--- config.mk ---
export PLATFORM = sky130hd
export DESIGN_NAME = mic_array_rx
export DESIGN_NICKNAME = d
export VERILOG_FILES = /design/src/rtl/mic_array_pkg.sv /design/src/rtl/mic_peak_meter.sv /design/src/rtl/mic_array_rx.sv
export SDC_FILE = /design/constraint.sdc
export NUM_CORES = 2
export LEC_CHECK = 0
export CORE_ASPECT_RATIO = 0.75
export CORE_MARGIN = 3
export CORE_UTILIZATION = 45
export DETAILED_ROUTE_END_ITERATION = 10
export HOLD_SLACK_MARGIN = 0.12
export PLACE_DENSITY = 0.73
export REMOVE_ABC_BUFFERS = 1
export SLEW_MARGIN = 0
export SYNTH_ARGS = -nofsm -noshare
export SYNTH_HDL_FRONTEND = slang
export SYNTH_HIERARCHICAL = 1
export SYNTH_SLANG_ARGS = --single-unit
--- constraint.sdc ---
create_clock -name clk_clk -period 5.34 [get_ports clk_clk]
set_input_delay 1.602 -clock clk_clk [delete_from_list [all_inputs] [get_ports clk_clk]]
set_output_delay 1.602 -clock clk_clk [all_outputs]
set_load 0.01 [all_outputs]
--- src/rtl/mic_array_pkg.sv ---
// Shared types and helpers for the multi-line I2S microphone receiver.
package mic_array_pkg;

   typedef enum logic [1:0] {
      SEEK,
      LEFT,
      RIGHT
   } rx_state_t;

   localparam int SLOT_W = 32;

   // Magnitude of a sign-extended sample, clamped so the most negative code maps to max positive.
   function automatic logic [SLOT_W-1:0] abs_sat(input logic [SLOT_W-1:0] s, input int w);
      logic [SLOT_W-1:0] lim;
      logic [SLOT_W-1:0] mag;
      lim = (SLOT_W'(1) << (w - 1)) - SLOT_W'(1);
      mag = s[SLOT_W-1] ? (~s + SLOT_W'(1)) : s;
      return (mag > lim) ? lim : mag;
   endfunction

endpackage

--- src/rtl/mic_peak_meter.sv ---
// Per-channel peak meter: follows new peaks instantly, otherwise decays exponentially.
module mic_peak_meter
   import mic_array_pkg::*;
#(
   parameter int SAMPLE_W    = 24,
   parameter int DECAY_SHIFT = 8
) (
   input  logic                clk,
   input  logic                rst_n,
   input  logic                update,
   input  logic [SAMPLE_W-1:0] sample,
   output logic [SLOT_W-1:0]   level
);

   logic [SLOT_W-1:0] mag;
   logic [SLOT_W-1:0] decayed;

   assign mag     = abs_sat(SLOT_W'($signed(sample)), SAMPLE_W);
   assign decayed = level - (level >> DECAY_SHIFT);

   always_ff @(posedge clk or negedge rst_n) begin
      if (!rst_n) begin
         level <= '0;
      end else if (update) begin
         level <= (mag > decayed) ? mag : decayed;
      end
   end

endmodule

--- src/rtl/mic_array_rx.sv ---
// Receives N_LINES I2S mic lines into 2*N_LINES channels, with peak meters and a channel monitor.
module mic_array_rx
   import mic_array_pkg::*;
#(
   parameter int N_LINES     = 4,
   parameter int SAMPLE_W    = 24,
   parameter int DECAY_SHIFT = 8
) (
   input  logic                            clk_clk,
   input  logic                            reset_reset_n,
   input  logic                            aud_bclk,
   input  logic                            aud_adclrck,
   input  logic [N_LINES-1:0]              din,
   input  logic [$clog2(2*N_LINES+1)-1:0]  chan_sel,
   input  logic                            err_clr,
   output logic [2*N_LINES*SAMPLE_W-1:0]   sample_data,
   output logic                            sample_ready,
   output logic [SLOT_W-1:0]               codec_stream,
   output logic [SLOT_W-1:0]               volume_level,
   output logic                            frame_err
);

   localparam int N_CH   = 2 * N_LINES;
   localparam int CHAN_W = $clog2(N_CH + 1);
   localparam int CNT_W  = $clog2(SAMPLE_W + 2);
   localparam logic [CNT_W-1:0] CNT_FULL = CNT_W'(SAMPLE_W + 1);

   logic [1:0] bclk_sync;
   logic [1:0] lr_sync;
   logic       bclk_d;
   logic       lr_d;
   logic       bclk_rise;
   logic       lr_rise;
   logic       lr_fall;

   rx_state_t          state;
   logic [CNT_W-1:0]   bit_cnt;
   logic [CNT_W-1:0]   slot_start;
   logic               slot_full;
   logic               slot_edge;
   logic [SAMPLE_W-1:0] shift_reg [N_LINES];
   logic [SAMPLE_W-1:0] left_hold [N_LINES];

   logic [SAMPLE_W-1:0] ch_sample [N_CH];
   logic [SLOT_W-1:0]   ch_level  [N_CH];
   logic [SAMPLE_W-1:0] sel_sample;
   logic [SLOT_W-1:0]   sel_level;

   always_ff @(posedge clk_clk or negedge reset_reset_n) begin
      if (!reset_reset_n) begin
         bclk_sync <= '0;
         lr_sync   <= '0;
         bclk_d    <= 1'b0;
         lr_d      <= 1'b0;
      end else begin
         bclk_sync <= {bclk_sync[0], aud_bclk};
         lr_sync   <= {lr_sync[0], aud_adclrck};
         bclk_d    <= bclk_sync[1];
         lr_d      <= lr_sync[1];
      end
   end

   assign bclk_rise = bclk_sync[1] & ~bclk_d;
   assign lr_rise   = lr_sync[1] & ~lr_d;
   assign lr_fall   = ~lr_sync[1] & lr_d;

   // A bit clock edge landing with the LR edge is the new slot's delay bit, so it is pre-counted.
   assign slot_start = bclk_rise ? CNT_W'(1) : '0;
   assign slot_full  = (bit_cnt == CNT_FULL);
   assign slot_edge  = ((state == LEFT) && lr_rise) || ((state == RIGHT) && lr_fall);

   always_ff @(posedge clk_clk or negedge reset_reset_n) begin
      if (!reset_reset_n) begin
         state        <= SEEK;
         bit_cnt      <= '0;
         sample_ready <= 1'b0;
         frame_err    <= 1'b0;
         sample_data  <= '0;
         for (int k = 0; k < N_LINES; k++) begin
            shift_reg[k] <= '0;
            left_hold[k] <= '0;
         end
      end else begin
         sample_ready <= 1'b0;
         if (err_clr) frame_err <= 1'b0;
         unique case (state)
            SEEK: begin
               if (lr_fall) begin
                  state   <= LEFT;
                  bit_cnt <= slot_start;
               end
            end
            LEFT, RIGHT: begin
               if (slot_edge) begin
                  bit_cnt <= slot_start;
                  if (!slot_full) begin
                     frame_err <= 1'b1;
                     state     <= SEEK;
                  end else if (state == LEFT) begin
                     for (int k = 0; k < N_LINES; k++) left_hold[k] <= shift_reg[k];
                     state <= RIGHT;
                  end else begin
                     for (int k = 0; k < N_LINES; k++) begin
                        sample_data[2*k*SAMPLE_W +: SAMPLE_W]     <= left_hold[k];
                        sample_data[(2*k+1)*SAMPLE_W +: SAMPLE_W] <= shift_reg[k];
                     end
                     sample_ready <= 1'b1;
                     state        <= LEFT;
                  end
               end else if (bclk_rise && !slot_full) begin
                  if (bit_cnt != '0) begin
                     for (int k = 0; k < N_LINES; k++)
                        shift_reg[k] <= {shift_reg[k][SAMPLE_W-2:0], din[k]};
                  end
                  bit_cnt <= bit_cnt + CNT_W'(1);
               end
            end
            default: state <= SEEK;
         endcase
      end
   end

   for (genvar c = 0; c < N_CH; c++) begin : g_ch
      assign ch_sample[c] = sample_data[c*SAMPLE_W +: SAMPLE_W];
      mic_peak_meter #(
         .SAMPLE_W   (SAMPLE_W),
         .DECAY_SHIFT(DECAY_SHIFT)
      ) u_meter (
         .clk   (clk_clk),
         .rst_n (reset_reset_n),
         .update(sample_ready),
         .sample(ch_sample[c]),
         .level (ch_level[c])
      );
   end

   // Out-of-range selects match no channel and fall through to zero.
   always_comb begin
      sel_sample = '0;
      sel_level  = '0;
      for (int c = 0; c < N_CH; c++) begin
         if (chan_sel == CHAN_W'(c)) begin
            sel_sample = ch_sample[c];
            sel_level  = ch_level[c];
         end
      end
   end

   always_ff @(posedge clk_clk or negedge reset_reset_n) begin
      if (!reset_reset_n) begin
         codec_stream <= '0;
         volume_level <= '0;
      end else begin
         codec_stream <= SLOT_W'($signed(sel_sample));
         volume_level <= sel_level;
      end
   end

endmodule

==> impl_results.md <==
* CTS Sinks at 711
* Drt via density at 6.30
* Arr. time, crit path at 5.79 ns
* Placed inst area at 0.0614 mm²
* Layout area overhead at 17.8%
* Total Power at 0.0125 W
* Fmax at 192 MHz
* Initial Util at 45.6%
* Final wirelength at 220000 µm
* Unrepaired setup endpoints after global routing: yes
* Share of cells above drive strength 1 at 19.9%
* Clock latency on the worst-skew pair at 0.70 ns
* Period utilization at 97.3%
* CTS H-tree lvls at 3
* Clock-pin transition on the worst setup and hold timing paths at 0.06 ns
* First-pass GRT wire length at 317000 µm
* Synth Area per Inst at 9.37 µm²
* Final Max Tran Viols at 0
* Dpl cells at 7909
* CTS tree: done
* Post-synth EDFFs at 0
* Max clock buf depth at 3
* Global route total overflow at 0
* Setup violators final at 0
* Overall via count from detail_route at 50800
* Min Tclk post-route at 5.19 ns
* Ys async rst share at 100%
* Height of the chip at 309 µm
* Number of global-route vias before repair at 46300
* Actual slew at the worst max-slew pin at 1.12 ns
* CP Class: flip-flop to flip-flop
* Netlist Area Pre-Place at 0.0550 mm²
* Max IR drop VDD at 289 µV
* Synth top area cells: dfrtp_1 32%, ha_1 11%, mux2_2 8.5%
* Synth Register Bits at 711
* DRT antenna net count at 0
* Total track usage at 33.4%
* DRC Markers at 0
* Maximum capacitance violations at 0
* Port Buf Inserts at 270
* Die area at 0.126 mm²
* Yosys top cell by area: dfrtp_1
* Top Registers: g_ch.u_meter/level: 256 flops, sample_data: 192 flops
* Root Buffer: clkbuf_16
* Yosys warnings at 6
* Largest net degree at the start of global routing at 122
* WL/cell at 27.2 µm
* Finished Layout Cells at 8061
* Leakage power at 31.2 nW
* Drt first pass iters at 7
* Critical path endpoint category: flip-flop
* Cells after Synth at 5869
* WP data required at 5.93 ns
* Pwr dens at 192 mW/mm²
* TritonCTS Buffers at 79
* Crit start category: flip-flop
* Max reg flops at 256
* Post-route cell area at 0.0647 mm²
* Synth top cells by count: 711 x dfrtp_1, 498 x nand2_1, 463 x ha_1
* Synth unique cells at 107
* Hold crit path type: flip-flop to flip-flop
* Ys flop type: dfrtp_1
* Core region area at 0.121 mm²
* Normalized max-slew margin at 25.3%
* Nets@finish at 6858
* Core Util, Final at 53.7%
* Reg with most FFs: g_ch.u_meter/level
* Yosys top cell area share at 32.4%
* Dpl hpwl at 171000 µm
* GPL Wtd Cong at 1.05
* Outcome: finished, final reports clean
* Starting DRC count in detailed routing at 6640
* CP max FO at 4
* Ports at 271
* Initial antenna violation count at 2
* Die X-Extent at 410 µm
* Worst Skew at 0.0371 ns
* Cell with the most instances after synthesis: dfrtp_1
* Seq/Total Area, Yosys at 32.4%
* Final setup TNS at 0 ns
* Endpoints failing hold at 0
* Row cnt at 110
stage by stage:
stage	hold slack, ns	setup slack, ns
global placement	0.336	-0.0256
floorplan	0.331	-4.22
finish	0.347	0.145
CTS	0.350	0.0284
global route	0.361	-0.0356
detailed placement	0.336	-0.154
critical path, cell delays in order, from the launching register on:
cell and delay, ns:
dfrtp_1 0.38, inv_1 0.07, ha_1 0.19, inv_1 0.06, fa_1 0.42, a211oi_2 0.33, o21ai_2 0.16, a2111oi_2 0.38
buf_4 0.18, o31ai_1 0.08, a21oi_1 0.22, buf_4 0.15, o21bai_1 0.07, xnor2_1 0.26, ha_1 0.30, nand2_1 0.13
o21ai_1 0.12, a22oi_1 0.23, a311oi_2 0.16, a21o_4 0.23, nand2b_1 0.21, or4b_2 0.65, o221ai_1 0.10
final timing paths:
| check | endpoint | slack (ns) | depth (start not counted) | start |
|---|---|---|---|---|
| min reg2reg | bclk_sync[1] | 0.35 | 0 | bclk_sync[0] |
| min in group asynchronous | volume_level[26] | 0.94 | 1 | reset_reset_n |
| max in group asynchronous | sample_data[172] | 3.19 | 3 | reset_reset_n |
| max reg2reg | g_ch[1].u_meter/level[25] | 0.15 | 22 | g_ch[1].u_meter/level[0] |
| min | bclk_sync[1] | 0.35 | 0 | bclk_sync[0] |
| max | g_ch[1].u_meter/level[25] | 0.15 | 22 | g_ch[1].u_meter/level[0] |
metal layers:
| metal | track usage (%) | part of all wire [%] | vias up |
|---|---|---|---|
| met3 | 11.5 | 13 | 386 |
| li1 | - | - | 22600 |
| met4 | 12.1 | 4.3 | 0 |
| met2 | 42.8 | 38 | 2881 |
| met1 | 50.7 | 45 | 24900 |
| met5 | 0 | 0 | - |
what timing repair did:
| action | 4_1_cts | 5_1_grt |
|---|---|---|
| buffers inserted | 0 | 8 |
| pin swaps | 0 | 30 |
| endpoints found under the setup margin | 52 | 243 |
| hold endpoints to repair | 0 | 0 |
| hold buffers | 0 | 0 |
| resized for setup | 14 | 108 |
cells by family after synthesis:
family	Yosys count	synth area share, %
AOI/OAI and AO/OA	1652	20.1
muxes	531	11.4
buffers and inverters	611	5.42
xor gates and xnor gates	354	5.64
other	8	0.0546
DFF	711	32.4
adders and majority gates	471	10.8
and+or+nand+nor	1531	14.1
report_power, final:
group	internal [W]	switching, W
Clock	0.00328	0.00253
Combinational	0.000396	0.000636
Sequential	0.00550	0.000117
layout by cell type (no fill, tap or decap), types with 55 or more instances in the layout:
master | synthesis | final
dfrtp_1 | 711 | 709
nand2_1 | 498 | 498
ha_1 | 463 | 463
mux2_2 | 414 | 414
a21oi_1 | 394 | 392
buf_4 | 32 | 373
nor2_1 | 328 | 328
o21ai_0 | 332 | 316
inv_1 | 297 | 297
clkdlybuf4s50_1 | 0 | 265
xor2_1 | 192 | 192
xnor2_1 | 162 | 161
a21o_1 | 110 | 109
nand3_1 | 108 | 108
o211ai_1 | 83 | 83
o31ai_1 | 80 | 80
clkbuf_16 | 0 | 79
nor3_1 | 81 | 75
nand4_1 | 72 | 72
conb_1 | 8 | 72
o221ai_1 | 69 | 69
nand2b_1 | 63 | 61
o21a_1 | 58 | 58
a31oi_1 | 55 | 55
layout make-up:
| class | count | area [µm²] |
|---|---|---|
| Antenna cell | 2 | 5.00 |
| Clock buffer | 109 | 2210 |
| Clock inverter | 33 | 500 |
| Fill cell | 11000 | 55800 |
| Inverter | 300 | 1130 |
| Multi-Input combinational cell | 4611 | 35000 |
| Sequential cell | 711 | 17800 |
| Tap cell | 1624 | 2030 |
| Timing Repair Buffer | 671 | 6050 |
Power figures use the tool's default switching activity.
